File: config.mk
export PLATFORM = sky130hd
export DESIGN_NAME = mux4_1
export DESIGN_NICKNAME = d
export VERILOG_FILES = /design/src/rtl/mux4_1.sv
export SDC_FILE = /design/constraint.sdc
export NUM_CORES = 1
export LEC_CHECK = 0
export CORE_MARGIN = 2
export CORE_UTILIZATION = 50
export CTS_CLUSTER_SIZE = 8
export DETAILED_ROUTE_END_ITERATION = 12
export HOLD_SLACK_MARGIN = 0.08
export MAX_ROUTING_LAYER = met4
export PLACE_DENSITY = 0.83
export REMOVE_ABC_BUFFERS = 1
export SLEW_MARGIN = 20
export SYNTH_ARGS = -nofsm -noshare
export SYNTH_HDL_FRONTEND = slang
export SYNTH_SLANG_ARGS = --single-unit
File: constraint.sdc
create_clock -name clk -period 3.8 [get_ports clk]
set_input_delay 0.76 -clock clk [delete_from_list [all_inputs] [get_ports clk]]
set_output_delay 0.76 -clock clk [all_outputs]
set_load 0.005 [all_outputs]
File: src/rtl/mux4_1.sv
// mux4_1: four-input WIDTH-bit multiplexer with a combinational output and a
// registered copy. The registered path also carries the captured select, a
// valid flag, a one-cycle select-change pulse and a saturating count of those
// pulses.
module mux4_1 #(
  parameter int WIDTH = 1,
  parameter int CNT_W = 16
) (
  input  logic             clk,
  input  logic             rst,
  input  logic [WIDTH-1:0] in0,
  input  logic [WIDTH-1:0] in1,
  input  logic [WIDTH-1:0] in2,
  input  logic [WIDTH-1:0] in3,
  input  logic [1:0]       sel,
  input  logic             en,
  output logic [WIDTH-1:0] out,
  output logic [WIDTH-1:0] out_q,
  output logic [1:0]       sel_q,
  output logic             valid_q,
  output logic             sel_chg,
  output logic [CNT_W-1:0] sel_chg_cnt
);

  // Next-state values for every register.
  logic [WIDTH-1:0] out_d;
  logic [1:0]       sel_d;
  logic             valid_d;
  logic             sel_chg_d;
  logic [CNT_W-1:0] sel_chg_cnt_d;

  // An all-ones counter value marks saturation; the count never wraps.
  logic             cnt_sat;
  assign cnt_sat = &sel_chg_cnt;

  // Zero-latency select; an unknown select propagates X in simulation.
  always_comb begin
    case (sel)
      2'b00:   out = in0;
      2'b01:   out = in1;
      2'b10:   out = in2;
      2'b11:   out = in3;
      default: out = {WIDTH{1'bx}};
    endcase
  end

  // Capture on enable, otherwise hold; the change pulse needs an earlier
  // capture to compare against, so the first capture after reset stays quiet.
  always_comb begin
    out_d         = out_q;
    sel_d         = sel_q;
    valid_d       = valid_q;
    sel_chg_d     = 1'b0;
    sel_chg_cnt_d = sel_chg_cnt;
    if (en) begin
      out_d     = out;
      sel_d     = sel;
      valid_d   = 1'b1;
      sel_chg_d = valid_q && (sel != sel_q);
    end
    // Counter advances on the same edge that registers the pulse.
    if (sel_chg_d && !cnt_sat) begin
      sel_chg_cnt_d = sel_chg_cnt + CNT_W'(1);
    end
  end

  // State registers; reset wins over enable and clears everything.
  always_ff @(posedge clk) begin
    if (rst) begin
      out_q       <= '0;
      sel_q       <= 2'b00;
      valid_q     <= 1'b0;
      sel_chg     <= 1'b0;
      sel_chg_cnt <= '0;
    end else begin
      out_q       <= out_d;
      sel_q       <= sel_d;
      valid_q     <= valid_d;
      sel_chg     <= sel_chg_d;
      sel_chg_cnt <= sel_chg_cnt_d;
    end
  end

endmodule

==> results of run 1 <==
[area by class of cell]
| class | count | area [sq um] |
|---|---|---|
| multi-input combinational | 93 | 662 |
| fill | 191 | 732 |
| tap | 28 | 35.0 |
| sequential | 21 | 420 |
| clock buffer | 4 | 26.3 |
| inverter | 2 | 7.51 |
| timing repair buffer | 31 | 308 |
[through the flow]
step	worst slack (ps)	area, sq um	power, mW	std cells	hold WS, ps
detailed placement	694	1430	0.275	175	499
floorplan	1710	1090	0.247	116	479
global placement	729	1430	0.273	175	489
CTS	694	1460	0.378	179	515
global route	643	1460	0.393	179	557
finish	700	1460	0.375	179	512
[critical path, stage by stage]
cell,delay [ps]
clkdlybuf4s50_1,540
mux4_1,580
clkdlybuf4s50_1,460
[cells by family (layout without fill, tap and decap cells)]
kind of cell               count (synthesis)  after routing  synth area share
buffers and inverters                     10             37            0.0628
adders and majority gates                  1              1            0.0108
xor gates and xnor gates                   2              2            0.0152
AOI/OAI and AO/OA                         16             16            0.0932
and+or+nand+nor                           62             62             0.321
muxes                                     12             12             0.133
DFF                                       21             21             0.364
[report_power, final]
part	switching, mW	internal (mW)	total [mW]
Sequential	0.00345	0.224	0.228
Combinational	0.0185	0.0232	0.0416
Clock	0.0647	0.0408	0.106
Total	0.0866	0.288	0.375
[cell usage after synthesis (all sizes together) (4+ instances only)]
cell type,count,share of area
mux2,8,0.085
a21oi,7,0.034
nor2,14,0.046
and4,5,0.044
buf,5,0.045
or4,5,0.033
nor4,7,0.043
nand3,4,0.017
dfxtp,21,0.36
nor3,4,0.026
o31ai,5,0.033
nand2,7,0.023
nor2b,8,0.043
nand4,4,0.022
[layer usage]
layer / vias to the layer above / part of all wire / GRT usage
met5: - / 0 / -
met4: 0 / 0.0068 / 0.0702
met3: 2 / 0.031 / 0.0345
met2: 18 / 0.52 / 0.365
met1: 490 / 0.44 / 0.224
li1: 514 / - / -
[path summary, 6_finish.rpt]
kind / start / slack (ps) / cells past startpoint / to
min: valid_q / 510 / 2 / valid_q
max reg2reg: sel_chg_cnt[0] / 1840 / 5 / sel_chg_cnt[15]
max: sel[0] / 700 / 3 / out
min reg2reg: valid_q / 510 / 2 / valid_q
[sequential cells by signal (all words and copies together) (netlist names)]
signal       flops
valid_q          1
sel_chg_cnt     16
out_q            1
sel_chg          1
sel_q            2
==> flow_summary.yaml, run 1 <==
floorplan:
  ios: 31
  core-area_sq_um: 2190
  fp.dieH_um: 52.1
  die_area_sq_um: 2710
  start_util: 0.527
  fp-row-count: 17
  die_w_um: 52.1
worst_setup_path:
  crit_path_end_kind: "primary output"
  cp.arrival_ps: 2340
  cp_max_fo: 3
  cp-start-kind: "input pin"
  crit_type: "in2out"
  crit_required_ps: 3040
run:
  cap_violations: 0
synth:
  yosysUniqueCellTypes: 35
  synthArstFlopShare: 0
  syn_area_sq_um: 1150
  syn_inst: 124
  ys_seq_area_frac: 0.364
  ys_ff_latch: 21
  synth_edf_count: 0
  avgSynthCellArea_sq_um: 9.31
  synth_flop_cell: "dfxtp_1"
  ys_warn_count: 0
clocking:
  clockBufferDepth: 2
  cts_resized: 0
  cts_tree: "built"
  cts_root_buffer: "clkbuf_4"
  cts.sinks: 21
  clkSlewWorstSetupHoldPaths_ps: 120
  holdBufCountCts: 0
  clock_latency_ps: 290
  post-cts-setup-buffers: 0
  cts.htree.levels: 1
  cts_made_buffers: 3
cells_and_area:
  fin_util: 0.666
  diodes: 0
  area_delta_synth_final_pct: 26.3
  final_common_cell: "clkdlybuf4s50_1"
  layout_common_cells: "clkdlybuf4s50_1 (30), dfxtp_1 (21), nor2_1 (14)"
  drive_gt1_frac: 0.0993
  nNetsFinal: 162
placed_design:
  portBuffers: 30
  gp_congestion: 0.829
  place_hpwl_um: 1740
timing:
  fin_crit_sh: 0.816
  finalSetupTns_ps: 0
  fin_crit_ps: 3100
  rsz0062_at_grt: "no"
  finalHoldViolCount: 0
  worst_slew_pin_slew_ps: 962
  timing.fmax_mhz: 323
  slew_viol_final: 0
  finClkSkew_ps: 5.33
  setup_violations: 0
  slew_headroom: 0.357
route:
  routed_wirelength_um: 2350
  avgRoutedWirePerCell_um: 13.1
  dr_total_vias: 1024
  vias_per_cell: 5.72
  firstDrtPassIters: 4
  ant_nets: 0
  drcViolationCount: 0
  first_iter_violations: 10
pwr:
  powerDensity_nw_per_um2: 257
  vdd_ir_drop_max_mv: 0.198
  leakagePower_nw: 0.508
global_routing:
  antenna_found_initial: 0
  grt_overflow_total: 0
  grt_pass1_wl_um: 4090
  grt_pass1_vias: 990
  grt_max_degree: 30
  groute.usage.overall: 0.203
status:
  outcome: "completed"
hold_path:
  worstHoldPathType: "reg2reg"
No activity file was read; power rests on OpenSTA's default activity.
==> inputs of run 2 (changes only) <==
Settings changed: CORE_UTILIZATION 50 to 47, PLACE_DENSITY 0.83 to 0.79.
Clock period 3.8 ns to 3.1 ns, I/O delays scaled along.
==> run 2 against run 1 <==
Sequential share of layout area decreased by 0.29 points. Critical path type unchanged. Die area is 5.9% higher. Non-clock buffer count is 2 higher. Register-to-register slack worse by 690 ps. Final cell count increased by 1.1%.
==> flow_summary.yaml, run 2 (synthesized netlist as in run 1, its figures left out) <==
worst_setup_path:
  timing.rr.start: "sel_chg_cnt[0]"
  rr_worst_depth: 5
  crit_type: "in2out"
  slowest_delay_ps: 590
  cp_max_fo: 3
  worstSetupStartpoint: "sel[0]"
  cp_cell_sequence: "clkdlybuf4s50_1, mux4_1, clkdlybuf4s50_1"
  critPathSlowestCell: "mux4_1"
  rrSetupSlack_ps: 1150
  cp.arrival_ps: 2200
  cp_common_cell: "clkdlybuf4s50_1"
  cp-start-kind: "input pin"
  worstReg2RegEnd: "sel_chg_cnt[9]"
  crit_required_ps: 2480
  crit_end: "out"
  crit_path_end_kind: "primary output"
pwr:
  p_total_mw: 0.468
  vdd_ir_drop_max_mv: 0.292
  powerDensity_nw_per_um2: 318
  leakagePower_nw: 0.517
timing:
  finClkSkew_ps: 10.8
  fin_crit_sh: 0.909
  finalHoldViolCount: 0
  finalSetupTns_ps: 0
  timing.fmax_mhz: 355
  rsz0062_at_grt: "no"
  slew_viol_final: 0
  fin_crit_ps: 2820
  slew_headroom: 0.540
  worst_slew_pin_slew_ps: 688
  setup_violations: 0
global_routing:
  groute.usage.overall: 0.200
  grt_pass1_vias: 884
  grt_max_degree: 21
  grt_pass1_wl_um: 4040
  grt_overflow_total: 0
  antenna_found_initial: 0
status:
  outcome: "completed"
clocking:
  holdBufCountCts: 0
  cts_made_buffers: 3
  clock_latency_ps: 310
  cts_root_buffer: "clkbuf_4"
  clkSlewWorstSetupHoldPaths_ps: 110
  cts.sinks: 21
  cts_resized: 0
  post-cts-setup-buffers: 0
  cts.htree.levels: 1
  cts_tree: "built"
  clockBufferDepth: 2
floorplan:
  start_util: 0.507
  die_area_sq_um: 2870
  die_w_um: 53.6
  ios: 31
  fp.dieH_um: 53.6
  fp-row-count: 17
  core-area_sq_um: 2280
cells_and_area:
  stdcell_area_sq_um: 1470
  largest_register: "sel_chg_cnt"
  layout_common_cells: "clkdlybuf4s50_1 (30), dfxtp_1 (21), nor2_1 (14)"
  top_regs: "sel_chg_cnt x16, sel_q x2"
  diodes: 0
  largest_reg_flops: 16
  drive_gt1_frac: 0.111
  final_common_cell: "clkdlybuf4s50_1"
  area_delta_synth_final_pct: 27.6
  nNetsFinal: 164
placed_design:
  gp_congestion: 0.722
  portBuffers: 30
  place_hpwl_um: 1850
  place_area_sq_um: 1450
route:
  drcViolationCount: 0
  first_iter_violations: 20
  dr_total_vias: 1029
  avgRoutedWirePerCell_um: 14.2
  routed_wirelength_um: 2570
  firstDrtPassIters: 4
  vias_per_cell: 5.69
  ant_nets: 0
hold_path:
  holdPathStages: 2
  worstHoldPathType: "reg2reg"
  hp-start: "sel_chg_cnt[4]"
run:
  cap_violations: 0
## run 2: changes by cell type in the layout (fill, tap and decap cells not counted)
cell | previous run | this run
buf_4 | 1 | 3
## run 2: report_power, final
group / leakage [nW] / internal, mW / switching, mW / total (mW)
Combinational: 0.332 / 0.0303 / 0.0241 / 0.0543
Sequential: 0.170 / 0.275 / 0.00412 / 0.279
Clock: 0.0150 / 0.0502 / 0.0850 / 0.135
## run 2: critical path, delay by kind of cell
| family | cells | cell delay, ps |
|---|---|---|
| buf+inv | 2 | 990 |
| mux | 1 | 590 |
## run 2: area by class of cell
class	instances	area (sq um)
inverter	2	7.51
multi-input combinational	93	662
timing repair buffer	33	323
fill	204	802
clock buffer	4	26.3
tap	28	35.0
sequential	21	420
## run 2: layer usage
| metal | track usage | vias up | wire length [um] |
|---|---|---|---|
| met5 | - | - | 0 |
| met1 | 0.258 | 478 | 1230 |
| li1 | - | 526 | - |
| met4 | 0.0769 | 0 | 29 |
| met2 | 0.313 | 21 | 1230 |
| met3 | 0.0333 | 4 | 81 |
## run 2: metrics by stage
stage	instances	setup WS [ps]	hold WS [ps]	utilization
2_1_floorplan	116	1150	479	-
3_3_place_gp	177	303	486	0.636
3_5_place_dp	177	274	496	0.636
4_1_cts	181	273	516	0.648
5_1_grt	181	221	541	0.648
6_report	181	282	516	0.648
## run 2: how the worst min path moves through the flow
stage                     end  slack, ps
2_1_floorplan  sel_chg_cnt[4]        480
3_3_place_gp            out_q        490
3_5_place_dp   sel_chg_cnt[4]        500
4_1_cts        sel_chg_cnt[4]        520
5_1_grt        sel_chg_cnt[4]        540
6_report       sel_chg_cnt[4]        520
